**src/rtl/adc_settle_avg.sv**
```systemverilog
// Per-channel settle-and-average stage: drops SETTLE_CNT conversions after each mux change,
// then averages 2^LOG2_AVG conversions. Define ADC_AVG_ROUND_EN for round-half-up instead of truncation.
//
// state  | meaning
// IDLE   | waiting for ch_start; sample_valid ignored
// SETTLE | discarding conversions while the analog path settles
// ACCUM  | summing conversions for the current channel
// OUTPUT | one-cycle avg_valid with registered result
module adc_settle_avg #(
   parameter int DATA_W     = 12,
   parameter int ADDR_W     = 6,
   parameter int SETTLE_CNT = 2,
   parameter int LOG2_AVG   = 2
) (
   input  logic              clk,
   input  logic              reset_n,
   input  logic              ch_start,
   input  logic [ADDR_W-1:0] ch_addr,
   input  logic              sample_valid,
   input  logic [DATA_W-1:0] sample_data,
   output logic              avg_valid,
   output logic [DATA_W-1:0] avg_data,
   output logic [ADDR_W-1:0] avg_addr,
   output logic              busy,
   output logic              overrun
);

   localparam int ACC_W = DATA_W + LOG2_AVG + 1;
   localparam int SET_W = (SETTLE_CNT > 1) ? $clog2(SETTLE_CNT) : 1;
   localparam int AVG_W = (LOG2_AVG > 0) ? LOG2_AVG : 1;
   localparam logic [SET_W-1:0] SET_LOAD = SET_W'((SETTLE_CNT > 0) ? SETTLE_CNT - 1 : 0);
   localparam logic [AVG_W-1:0] AVG_LOAD = AVG_W'((1 << LOG2_AVG) - 1);

   typedef enum logic [1:0] {
      IDLE   = 2'd0,
      SETTLE = 2'd1,
      ACCUM  = 2'd2,
      OUTPUT = 2'd3
   } state_t;

   localparam state_t START_ST = (SETTLE_CNT == 0) ? ACCUM : SETTLE;

   state_t            state_q, state_d;
   logic [ADDR_W-1:0] cur_addr_q, cur_addr_d;
   logic [ACC_W-1:0]  acc_q, acc_d;
   logic [SET_W-1:0]  settle_rem_q, settle_rem_d;
   logic [AVG_W-1:0]  avg_rem_q, avg_rem_d;
   logic [DATA_W-1:0] avg_data_q, avg_data_d;
   logic [ADDR_W-1:0] avg_addr_q, avg_addr_d;
   logic              overrun_q, overrun_d;

   logic [ACC_W-1:0]  sum;
   logic [DATA_W-1:0] result;

`ifdef ADC_AVG_ROUND_EN
   localparam logic [ACC_W-1:0] RND_TERM = ACC_W'((1 << LOG2_AVG) / 2);
   localparam logic [ACC_W-1:0] DATA_MAX = ACC_W'((1 << DATA_W) - 1);
   logic [ACC_W-1:0] rnd_sum;
`endif

   always_comb begin
      sum = acc_q + ACC_W'(sample_data);
`ifdef ADC_AVG_ROUND_EN
      rnd_sum = (sum + RND_TERM) >> LOG2_AVG;
      result  = (rnd_sum > DATA_MAX) ? {DATA_W{1'b1}} : rnd_sum[DATA_W-1:0];
`else
      result  = DATA_W'(sum >> LOG2_AVG);
`endif
   end

   always_comb begin
      state_d      = state_q;
      cur_addr_d   = cur_addr_q;
      acc_d        = acc_q;
      settle_rem_d = settle_rem_q;
      avg_rem_d    = avg_rem_q;
      avg_data_d   = avg_data_q;
      avg_addr_d   = avg_addr_q;
      overrun_d    = overrun_q;

      // ch_start preempts everything; a coincident sample is dropped
      if (ch_start) begin
         state_d      = START_ST;
         cur_addr_d   = ch_addr;
         acc_d        = '0;
         settle_rem_d = SET_LOAD;
         avg_rem_d    = AVG_LOAD;
         if (state_q == SETTLE || state_q == ACCUM) overrun_d = 1'b1;
      end else begin
         case (state_q)
            IDLE: ;
            SETTLE: begin
               if (sample_valid) begin
                  if (settle_rem_q == '0) state_d = ACCUM;
                  else settle_rem_d = settle_rem_q - SET_W'(1);
               end
            end
            ACCUM: begin
               if (sample_valid) begin
                  if (avg_rem_q == '0) begin
                     state_d    = OUTPUT;
                     avg_data_d = result;
                     avg_addr_d = cur_addr_q;
                  end else begin
                     acc_d     = sum;
                     avg_rem_d = avg_rem_q - AVG_W'(1);
                  end
               end
            end
            OUTPUT:  state_d = IDLE;
            default: state_d = IDLE;
         endcase
      end
   end

   always_ff @(posedge clk or negedge reset_n) begin
      if (!reset_n) begin
         state_q      <= IDLE;
         cur_addr_q   <= '0;
         acc_q        <= '0;
         settle_rem_q <= '0;
         avg_rem_q    <= '0;
         avg_data_q   <= '0;
         avg_addr_q   <= '0;
         overrun_q    <= 1'b0;
      end else begin
         state_q      <= state_d;
         cur_addr_q   <= cur_addr_d;
         acc_q        <= acc_d;
         settle_rem_q <= settle_rem_d;
         avg_rem_q    <= avg_rem_d;
         avg_data_q   <= avg_data_d;
         avg_addr_q   <= avg_addr_d;
         overrun_q    <= overrun_d;
      end
   end

   assign avg_valid = (state_q == OUTPUT);
   assign busy      = (state_q == SETTLE) || (state_q == ACCUM);
   assign avg_data  = avg_data_q;
   assign avg_addr  = avg_addr_q;
   assign overrun   = overrun_q;

endmodule
```
**config.mk**
```make
export PLATFORM = sky130hd
export DESIGN_NAME = adc_settle_avg
export DESIGN_NICKNAME = d
export VERILOG_FILES = /design/src/rtl/adc_settle_avg.sv
export SDC_FILE = /design/constraint.sdc
export NUM_CORES = 1
export LEC_CHECK = 0
export ABC_AREA = 0
export CAP_MARGIN = 20
export CORE_AREA = 2 2 71 73
export CTS_BUF_LIST = sky130_fd_sc_hd__clkbuf_4
export CTS_CLUSTER_SIZE = 16
export DETAILED_ROUTE_END_ITERATION = 6
export DIE_AREA = 0 0 73 75
export GPL_ROUTABILITY_DRIVEN = 1
export PLACE_DENSITY = 0.77
export SLEW_MARGIN = 20
export SYNTH_ARGS = -nofsm -noshare
export SYNTH_HDL_FRONTEND = slang
export SYNTH_SLANG_ARGS = --single-unit
```
**constraint.sdc**
```tcl
create_clock -name clk -period 2.59 [get_ports clk]
set_input_delay 0.518 -clock clk [delete_from_list [all_inputs] [get_ports clk]]
set_output_delay 0.518 -clock clk [all_outputs]
set_load 0.1 [all_outputs]
```
==> metrics.cfg, run 1 <==
[yosys]
yosys.area.top_type = dfrtp_1
synth_cell_types = 44
netlist_top_cells_area = dfrtp_1 (44%), ha_1 (8.1%), mux2_2 (5.5%)
synth_top_area_share_pct = 44.49
synth_edf_count = 0
synth_xor_area_share_pct = 4.954
synth_adder_area_share_pct = 8.898
synth_nets = 289
ys_warn_count = 0
muxShareOfSynthArea_pct = 6.673
synth-seq-area-share_pct = 44.49
yosys.area_share.simple_pct = 14.56
synthCells = 250
avgSynthCellArea_sq_um = 9.899
synth_compound_area_share_pct = 16.73
synthArstFlopShare_pct = 100.0
synth_ff_type = dfrtp_1
syn_area_sq_um = 2475
synth_top_family_by_area = compound AO/OA/AOI/OAI gates
yosys_register_bits = 44

[floorplanning]
row_count = 25
initial_core_util_pct = 53.10
io_pins = 43
die_area_sq_um = 5475
fp.dieH_microns = 75
fp.dieW_microns = 73
core_sq_um = 4661

[pwr]
switching_share_pct = 36.10
clock_power_share_pct = 20.4
power.density_nw_per_um2 = 530.0
p_int_uw = 1012
pwr-share-comb_pct = 31.9
p_switching_uw = 571.9
leakagePower_uw = 0.001461
ir_drop_v = 0.0007480
p_total_uw = 1584
pwr-share-seq_pct = 47.7

[timing]
skew_ns = 0.008513
period_share_pct = 92.70
setup_violations = 0
slew_viol_final = 0
hold_violations = 0
rsz0062_at_grt = false
period_minus_slack_ns = 2.401
relSlewSlack_pct = 73.73
tightest_slew_ns = 0.3941
max_freq_mhz = 416.5

[outcome]
outcome = finished clean

[routing]
vias = 1924
wire_per_inst_microns = 14.03
drtAntennaViolNets = 0
vias_per_cell = 5.497
drc_errors = 0
drtIter0Drc = 115
drt-pass1-iter-count = 4
drt_wl_total_microns = 4912

[clocking]
postCtsSetupBuffers = 0
postCtsHoldBufs = 0
numClockSinks = 44
cts_resized = 0
clkTransAtPathRegs_ns = 0.12
cts_tree = yes
clk_latency_ns = 0.36
cts_root_buffer = clkbuf_4
cts_buffers = 5
cts_max_level = 2
ctsLongestPathBuffers = 2

[cells_and_area]
layout_commonest_cell = dfrtp_1
layout-drive-gt1-share_pct = 19.93
area_growth_syn_to_layout_pct = 20.78
nNetsFinal = 335
n_fill_cell = 380
final_cell_mix = dfrtp_1 (44), buf_4 (31), nand2_1 (30), clkdlybuf4s50_1 (20), a21oi_1 (17)
final_cells = 350
n_antenna_cell = 0

[placement]
gp_congestion = 0.8712
numPortBuffers = 42
placed_cells = 343
dp_hpwl_microns = 3635

[setup_path]
cp.required_ns = 2.83
end_kind = register
cp_max_fo = 3
start_kind = input pin
cp.arrival_ns = 2.64
critPathKind = input pin to register

[global_route]
grt_max_degree = 29
grt.overflow.total = 0
grt_antenna_before_repair = 0
grt_usage_pct = 20.01
grt_pass1_vias = 1882
grt_pass1_wl_microns = 8473

[flow_run]
max_cap_viol_count = 0

[hold_path]
hold_path.class = input pin to async pin

-- critical path, stage by stage --
cell             delay [ns]
clkdlybuf4s50_1        0.40
ha_1                   0.22
fa_1                   0.40
a211oi_2               0.33
o21ai_1                0.14
a21oi_2                0.24
xor2_1                 0.21
o21ai_1                0.07
nor2b_1                0.12
-- power by group through the flow --
stage          clock network (uW)  registers (uW)  logic [uW]
2_1_floorplan                   0             767         369
3_3_place_gp                    0             766         497
3_5_place_dp                    0             769         506
4_1_cts                       343             755         509
5_1_grt                       363             762         556
6_report                      323             756         506
-- path summary, 6_finish.rpt --
kind / from / end / slack (ns) / cells past startpoint
worst max-delay path: sample_data[0] / acc_q[10] / 0.19 / 9
worst min-delay path: reset_n / acc_q[5] / 0.07 / 1
worst max register to register: acc_q[0] / acc_q[10] / 0.37 / 8
worst min register to register: overrun / overrun / 0.48 / 1
max in group asynchronous: reset_n / state_q[1] / 1.84 / 2
min in group clk: overrun / overrun / 0.48 / 1
-- registers in the layout, summed over array words and instances (netlist names) --
signal / flops
overrun: 1
avg_data: 12
state_q: 2
cur_addr_q: 6
avg_rem_q: 2
acc_q: 14
settle_rem_q: 1
avg_addr: 6
-- cells in the mapped netlist, types with 2 or more instances --
cell and n:
a211o_1 2, a211oi_1 2, a211oi_2 2, a21o_1 8
a21oi_1 17, a31oi_1 2, buf_2 4, clkbuf_1 8
dfrtp_1 44, ha_1 16, inv_1 8, mux2_2 12
mux2i_1 3, nand2_1 30, nand2b_1 2, nand3_1 4
nand3b_1 2, nand4_1 5, nor2_1 16, nor2b_1 5
nor3_1 3, o21ai_0 14, o21ai_1 8, xnor2_1 6
xor2_1 8
-- kinds of logic (layout without fill, tap and decap cells) --
group	after synthesis	after routing
AO/OA/AOI/OAI	64	64
multiplexers	15	15
flip-flops	44	44
AND/OR/NAND/NOR	74	74
adder cells (fa/ha/maj)	17	17
buffers and inverters	22	68
XOR/XNOR	14	14
-- metal layers --
layer / GRT usage, % / up-vias / wire length (microns)
met4: 4.938 / 0 / 53
met1: 25.28 / 902 / 2198
met3: 4.953 / 5 / 286
li1: - / 964 / -
met2: 34.63 / 53 / 2373
met5: 0 / - / 0
-- per-stage QoR --
stage | utilization, % | hold WS [ns] | cell area [sq um] | TNS (ns) | setup WS, ns
floorplan | - | 0.2224 | 2475 | 0 | 0.3640
finish | 64.13 | 0.06615 | 2989 | 0 | 0.1892
global route | 64.13 | 0.07726 | 2989 | 0 | 0.08936
global placement | 63.06 | 0.4423 | 2939 | -0.6672 | -0.1544
CTS | 64.13 | 0.06762 | 2989 | 0 | 0.2101
detailed placement | 63.06 | 0.4457 | 2939 | -0.9116 | -0.1880
-- cell type report --
type	instances	area [sq um]	area share [%]
Multi-Input combinational cell	184	1282	42.90
Sequential cell	44	1101	36.84
Timing Repair Buffer	53	457.9	15.32
Tap cell	54	67.56	2.260
Clock buffer	6	45.04	1.507
Inverter	8	30.03	1.005
Clock inverter	1	5.005	0.1674
Note: power is estimated with default switching activity, not from simulation.
==> run 2, diff against run 1 <==
Settings changed: CORE_AREA 2 2 71 73 to 2 2 82 84, DIE_AREA 0 0 73 75 to 0 0 84 86, PLACE_DENSITY 0.77 to 0.59.
==> run 2 against run 1 <==
  * Sequential share of layout area fell by 0.84 points
  * Via count rose by 0.31%
  * Total power rose by 8.8%
  * Design area rose by 2.3%
  * Wire length rose by 7.7%
  * Core utilization fell by 15 points
  * Register-to-register slack got worse by 0.06 ns
  * Critical path depth did not move
  * Critical path type unchanged
  * Critical endpoint unchanged
==> metrics.cfg, run 2 (synthesis results as in run 1) <==
[outcome]
outcome = finished clean  ; unchanged

[timing]
period_share_pct = 93.99  ; was 92.70%
period_minus_slack_ns = 2.434  ; was 2.401 ns
setup_violations = 0  ; unchanged
hold_slack_ns = 0.05663  ; was 0.06615 ns
rsz0062_at_grt = false  ; unchanged
hold_violations = 0  ; unchanged
tightest_slew_ns = 0.4119  ; was 0.3941 ns
slew_viol_final = 0  ; unchanged
skew_ns = 0.01180  ; was 0.008513 ns
relSlewSlack_pct = 72.54  ; was 73.73%
max_freq_mhz = 410.8  ; was 416.5 MHz

[global_route]
grt_pass1_vias = 1992  ; was 1,882
grt_antenna_before_repair = 0  ; unchanged
grt_pass1_wl_microns = 9308  ; was 8473 microns
grt_max_degree = 31  ; was 29
grt_usage_pct = 15.94  ; was 20.01%
grt.overflow.total = 0  ; unchanged

[setup_path]
path_common_cell = o21ai_1  ; unchanged
r2r-end = acc_q[10]  ; unchanged
max_stage_delay_ns = 0.41  ; was 0.40 ns
r2r-start = acc_q[0]  ; unchanged
cp.required_ns = 2.84  ; was 2.83 ns
cp_max_fo = 3  ; unchanged
r2r_cells = 8  ; unchanged
critPathKind = input pin to register  ; unchanged
end_kind = register  ; unchanged
cp.arrival_ns = 2.69  ; was 2.64 ns
r2r_setup_slack_ns = 0.31  ; was 0.37 ns
path_cells = clkdlybuf4s50_1 > ha_1 > fa_1 > a211oi_2 > o21ai_1 > a21oi_2 > xor2_1 > o21ai_1 > nor2b_1  ; unchanged
slowest_stage = fa_1  ; was clkdlybuf4s50_1
start_kind = input pin  ; unchanged

[routing]
drtIter0Drc = 58  ; was 115
wl_met2_microns = 2440  ; was 2373 microns
wire_per_inst_microns = 14.10  ; was 14.03 microns
maxUsedRoutingLayer = met4  ; unchanged
drt-pass1-iter-count = 6  ; was 4
drc_errors = 0  ; unchanged
vias = 1930  ; was 1,924
route.layer.met1.wl_microns = 2460  ; was 2198 microns
wl_met3_microns = 275  ; was 286 microns
drtAntennaViolNets = 0  ; unchanged
drt_wl_total_microns = 5288  ; was 4912 microns
vias_per_cell = 5.147  ; was 5.497

[floorplanning]
io_pins = 43  ; unchanged
row_count = 29  ; was 25
fp.dieH_microns = 86  ; was 75 microns
die_area_sq_um = 7224  ; was 5475 sq um
initial_core_util_pct = 39.43  ; was 53.10%
fp.dieW_microns = 84  ; was 73 microns
core_sq_um = 6277  ; was 4661 sq um

[cells_and_area]
regArea_sq_um = 1101  ; unchanged
layout_commonest_cell = dfrtp_1  ; unchanged
final_cell_mix = dfrtp_1 (44), buf_4 (32), nand2_1 (30), clkdlybuf4s50_1 (20), a21oi_1 (17)  ; was dfrtp_1 (44), buf_4 (31), nand2_1 (30), clkdlybuf4s50_1 (20), a21oi_1 (17)
layout-drive-gt1-share_pct = 20.47  ; was 19.93%
top_register = acc_q  ; unchanged
nNetsFinal = 336  ; was 335
multiInputGateArea_sq_um = 1282  ; unchanged
largest_register_ffs = 14  ; unchanged
area_growth_syn_to_layout_pct = 23.61  ; was 20.78%
final_cells = 375  ; was 350
n_antenna_cell = 0  ; unchanged
utilization_pct = 48.73  ; was 64.13%
n_fill_cell = 602  ; was 380

[clocking]
cts_root_buffer = clkbuf_4  ; unchanged
cts_resized = 0  ; unchanged
ctsLongestPathBuffers = 2  ; unchanged
cts_tree = yes  ; unchanged
cts_max_level = 2  ; unchanged
clk_latency_ns = 0.37  ; was 0.36 ns
cts_buffers = 5  ; unchanged
postCtsSetupBuffers = 0  ; unchanged
numClockSinks = 44  ; unchanged
clkTransAtPathRegs_ns = 0.15  ; was 0.12 ns
postCtsHoldBufs = 0  ; unchanged

[placement]
numPortBuffers = 42  ; unchanged
gp_congestion = 0.9071  ; was 0.8712
placed_cells = 367  ; was 343
dp_hpwl_microns = 3860  ; was 3635 microns

[pwr]
leakagePower_uw = 0.001477  ; was 0.001461 uW
power.density_nw_per_um2 = 563.3  ; was 530.0 nW/um^2
ir_drop_v = 0.0003201  ; was 0.0007480 V

[hold_path]
hold_path.class = input pin to async pin  ; unchanged

[flow_run]
max_cap_viol_count = 0  ; unchanged

[run 2: cell types whose count changed in the layout (fill, tap and decap cells not counted)]
cell        change
clkbuf_4        -1
clkinv_2        -1
bufinv_16       +1
buf_4           +1
clkinvlp_4      +1
inv_6           +1
[run 2: final cells by class]
cell class / instances / area share (%)
Clock buffer: 5 / 1.227
Clock inverter: 3 / 1.513
Tap cell: 77 / 3.149
Inverter: 8 / 0.9816
Sequential cell: 44 / 35.99
Multi-Input combinational cell: 184 / 41.92
Timing Repair Buffer: 54 / 15.21
[run 2: worst max-delay path, delay by kind of cell]
kind / cells / cell delay, ns
simple gates: 1 / 0.12
xor+xnor: 1 / 0.19
fa+ha+maj: 2 / 0.63
compound gates: 4 / 0.81
buf+inv: 1 / 0.40
[run 2: worst max path at each step]
stage	slack (ns)	end	cells past startpoint	start
after global routing	0.06	acc_q[10]	9	sample_data[0]
after global placement	-0.20	acc_q[10]	9	sample_data[0]
after detailed placement	-0.22	acc_q[10]	9	sample_data[0]
after floorplan	0.36	acc_q[10]	8	sample_data[0]
final	0.16	acc_q[10]	9	sample_data[0]
after CTS	0.20	acc_q[10]	9	sample_data[0]
[run 2: metal layers]
metal	global-route usage [%]	up-vias
li1	-	972
met3	4.331	11
met2	26.11	54
met4	5.718	0
met5	0	-
met1	20.39	893
[run 2: metrics by stage]
stage                     total power (uW)  TNS (ns)  cell area (sq um)  setup slack [ns]
after floorplan                       1136         0               2475            0.3640
after global placement                1280   -0.9857               2975           -0.2000
after detailed placement              1288    -1.064               2975           -0.2161
after CTS                             1747         0               3059            0.1969
after global routing                  1832         0               3059           0.06229
final                                 1723         0               3059            0.1558
[run 2: report_power, final]
group | internal, uW | switching (uW) | total (uW)
Clock | 206 | 247 | 454
Combinational | 180 | 334 | 514
Sequential | 727 | 28.8 | 756
==> run 3, diff against run 2 <==
Settings changed: CORE_AREA 2 2 82 84 to 2 2 78 80, DIE_AREA 0 0 84 86 to 0 0 80 82, HOLD_SLACK_MARGIN set to 0.12, PLACE_DENSITY 0.59 to 0.65.
==> run 3 against run 2 <==
  * Sequential power hardly changed
  * Via count is 0.26% higher
  * Total power is 6.4% lower
  * Clock skew is 0.0030 ns higher
  * Maximum frequency is 0.48% higher
  * Core utilization is 4.4 points higher
  * Die area is 9.2% lower
  * First-iteration DRC count is 16% lower
  * Clock-buffer cell count is 1 higher
  * Final cell count is 0.27% higher
  * Critical path depth stayed put
  * Critical endpoint unchanged
==> metrics.cfg, run 3 (synthesis results as in run 1) <==
[routing]
vias_per_cell = 5.146  ; was 5.147
drtAntennaViolNets = 0  ; unchanged
drt-pass1-iter-count = 4  ; was 6
drc_errors = 0  ; unchanged
vias = 1935  ; was 1,930
drt_wl_total_microns = 5031  ; was 5288 microns
drtIter0Drc = 49  ; was 58
wire_per_inst_microns = 13.38  ; was 14.10 microns

[setup_path]
slowest_stage = fa_1  ; unchanged
start_kind = input pin  ; unchanged
path_common_cell = o21ai_1  ; unchanged
critPathKind = input pin to register  ; unchanged
cp_max_fo = 3  ; unchanged
end_kind = register  ; unchanged
max_stage_delay_ns = 0.41  ; about the same
path_cells = clkdlybuf4s50_1 > ha_1 > fa_1 > a211oi_2 > o21ai_1 > a21oi_2 > xor2_1 > o21ai_1 > nor2b_1  ; unchanged
cp.arrival_ns = 2.65  ; was 2.69 ns
cp.required_ns = 2.82  ; was 2.84 ns

[floorplanning]
fp.dieW_microns = 80  ; was 84 microns
row_count = 28  ; was 29
fp.dieH_microns = 82  ; was 86 microns
io_pins = 43  ; unchanged
initial_core_util_pct = 43.07  ; was 39.43%
die_area_sq_um = 6560  ; was 7224 sq um
core_sq_um = 5746  ; was 6277 sq um

[cells_and_area]
layout_commonest_cell = dfrtp_1  ; unchanged
largest_register_ffs = 14  ; unchanged
final_cells = 376  ; was 375
nNetsFinal = 339  ; was 336
layout-drive-gt1-share_pct = 20.60  ; was 20.47%
final_cell_mix = dfrtp_1 (44), buf_4 (34), nand2_1 (30), clkdlybuf4s50_1 (20), a21oi_1 (17)  ; was dfrtp_1 (44), buf_4 (32), nand2_1 (30), clkdlybuf4s50_1 (20), a21oi_1 (17)
n_fill_cell = 575  ; was 602
top_register = acc_q  ; unchanged
area_growth_syn_to_layout_pct = 23.41  ; was 23.61%
n_antenna_cell = 0  ; unchanged

[placement]
placed_cells = 367  ; unchanged
numPortBuffers = 42  ; unchanged
dp_hpwl_microns = 3645  ; was 3860 microns
gp_congestion = 0.8063  ; was 0.9071

[timing]
period_minus_slack_ns = 2.423  ; was 2.434 ns
max_freq_mhz = 412.8  ; was 410.8 MHz
period_share_pct = 93.53  ; was 93.99%
slew_viol_final = 0  ; unchanged
skew_ns = 0.01483  ; was 0.01180 ns
tightest_slew_ns = 0.3398  ; was 0.4119 ns
rsz0062_at_grt = false  ; unchanged
hold_violations = 0  ; unchanged
relSlewSlack_pct = 77.35  ; was 72.54%
setup_violations = 0  ; unchanged

[clocking]
cts_resized = 0  ; unchanged
cts_max_level = 2  ; unchanged
cts_buffers = 5  ; unchanged
postCtsSetupBuffers = 0  ; unchanged
cts_root_buffer = clkbuf_4  ; unchanged
clk_latency_ns = 0.36  ; was 0.37 ns
postCtsHoldBufs = 1  ; was 0
numClockSinks = 44  ; unchanged
ctsLongestPathBuffers = 2  ; unchanged
clkTransAtPathRegs_ns = 0.13  ; was 0.15 ns
cts_tree = yes  ; unchanged

[global_route]
grt_pass1_wl_microns = 8480  ; was 9308 microns
grt_max_degree = 45  ; was 31
grt_antenna_before_repair = 0  ; unchanged
grt.overflow.total = 0  ; unchanged
grt_usage_pct = 16.55  ; was 15.94%
grt_pass1_vias = 1883  ; was 1,992

[pwr]
power.density_nw_per_um2 = 527.8  ; was 563.3 nW/um^2
ir_drop_v = 0.0003070  ; was 0.0003201 V
p_total_uw = 1612  ; was 1723 uW
leakagePower_uw = 0.001475  ; was 0.001477 uW

[outcome]
outcome = finished clean  ; unchanged

[hold_path]
hold_path.class = register to register  ; was input pin to async pin

[flow_run]
max_cap_viol_count = 0  ; unchanged

run 3: cell types whose count changed in the layout (fill, tap and decap cells not counted), sizes merged:
cell	delta
clkbuf	+1
buf	+2
bufinv	-1
dlygate4sd3	+1
inv	-1
clkinv	+1
run 3: worst max-delay path, delay by kind of cell:
kind / cells / cell delay (ns)
XOR/XNOR: 1 / 0.21
buffers and inverters: 1 / 0.40
AO/OA/AOI/OAI: 4 / 0.78
adder cells (fa/ha/maj): 2 / 0.63
AND/OR/NAND/NOR: 1 / 0.12
run 3: final cells by class:
class	count	area [sq um]	area share (%)
Clock inverter	2	11.26	0.3687
Clock buffer	6	45.04	1.475
Multi-Input combinational cell	184	1282	41.99
Tap cell	75	93.84	3.073
Sequential cell	44	1101	36.05
Timing Repair Buffer	57	490.5	16.06
Inverter	8	30.03	0.9832
run 3: stage by stage:
step	setup TNS, ns	cell area [sq um]	setup slack, ns	utilization [%]	hold slack, ns
3_5_place_dp	-0.9827	2988	-0.2062	52.00	0.4461
6_report	0	3054	0.1675	53.16	0.4710
5_1_grt	0	3054	0.07860	53.16	0.5188
4_1_cts	0	3054	0.1930	53.16	0.4772
3_3_place_gp	-0.7947	2988	-0.1821	52.00	0.4405
2_1_floorplan	0	2475	0.3640	-	0.2224
run 3: worst paths after layout:
| kind | startpoint | to | slack (ns) | depth (start not counted) |
|---|---|---|---|---|
| max in group asynchronous | reset_n | avg_rem_q[0] | 1.72 | 3 |
| worst max register to register | acc_q[0] | acc_q[10] | 0.34 | 8 |
| min in group asynchronous | reset_n | acc_q[2] | 0.64 | 3 |
| worst max-delay path | sample_data[0] | acc_q[10] | 0.17 | 9 |
| worst min-delay path | overrun | overrun | 0.47 | 1 |
| worst min register to register | overrun | overrun | 0.47 | 1 |
run 3: power by group:
group | total, uW | leakage (uW) | internal (uW) | switching, uW
registers | 755 | 0.000577 | 727 | 28.3
logic | 516 | 0.000869 | 184 | 332
clock network | 342 | 0.0000293 | 114 | 227
run 3: layer usage:
metal	part of all wire [%]	global-route usage [%]	up-vias	wire length, microns
met2	48	29.50	37	2398
met4	0.93	4.068	0	47
met1	47	20.07	913	2361
met3	4.4	4.176	5	223
li1	-	-	980	-
met5	0	0	-	0
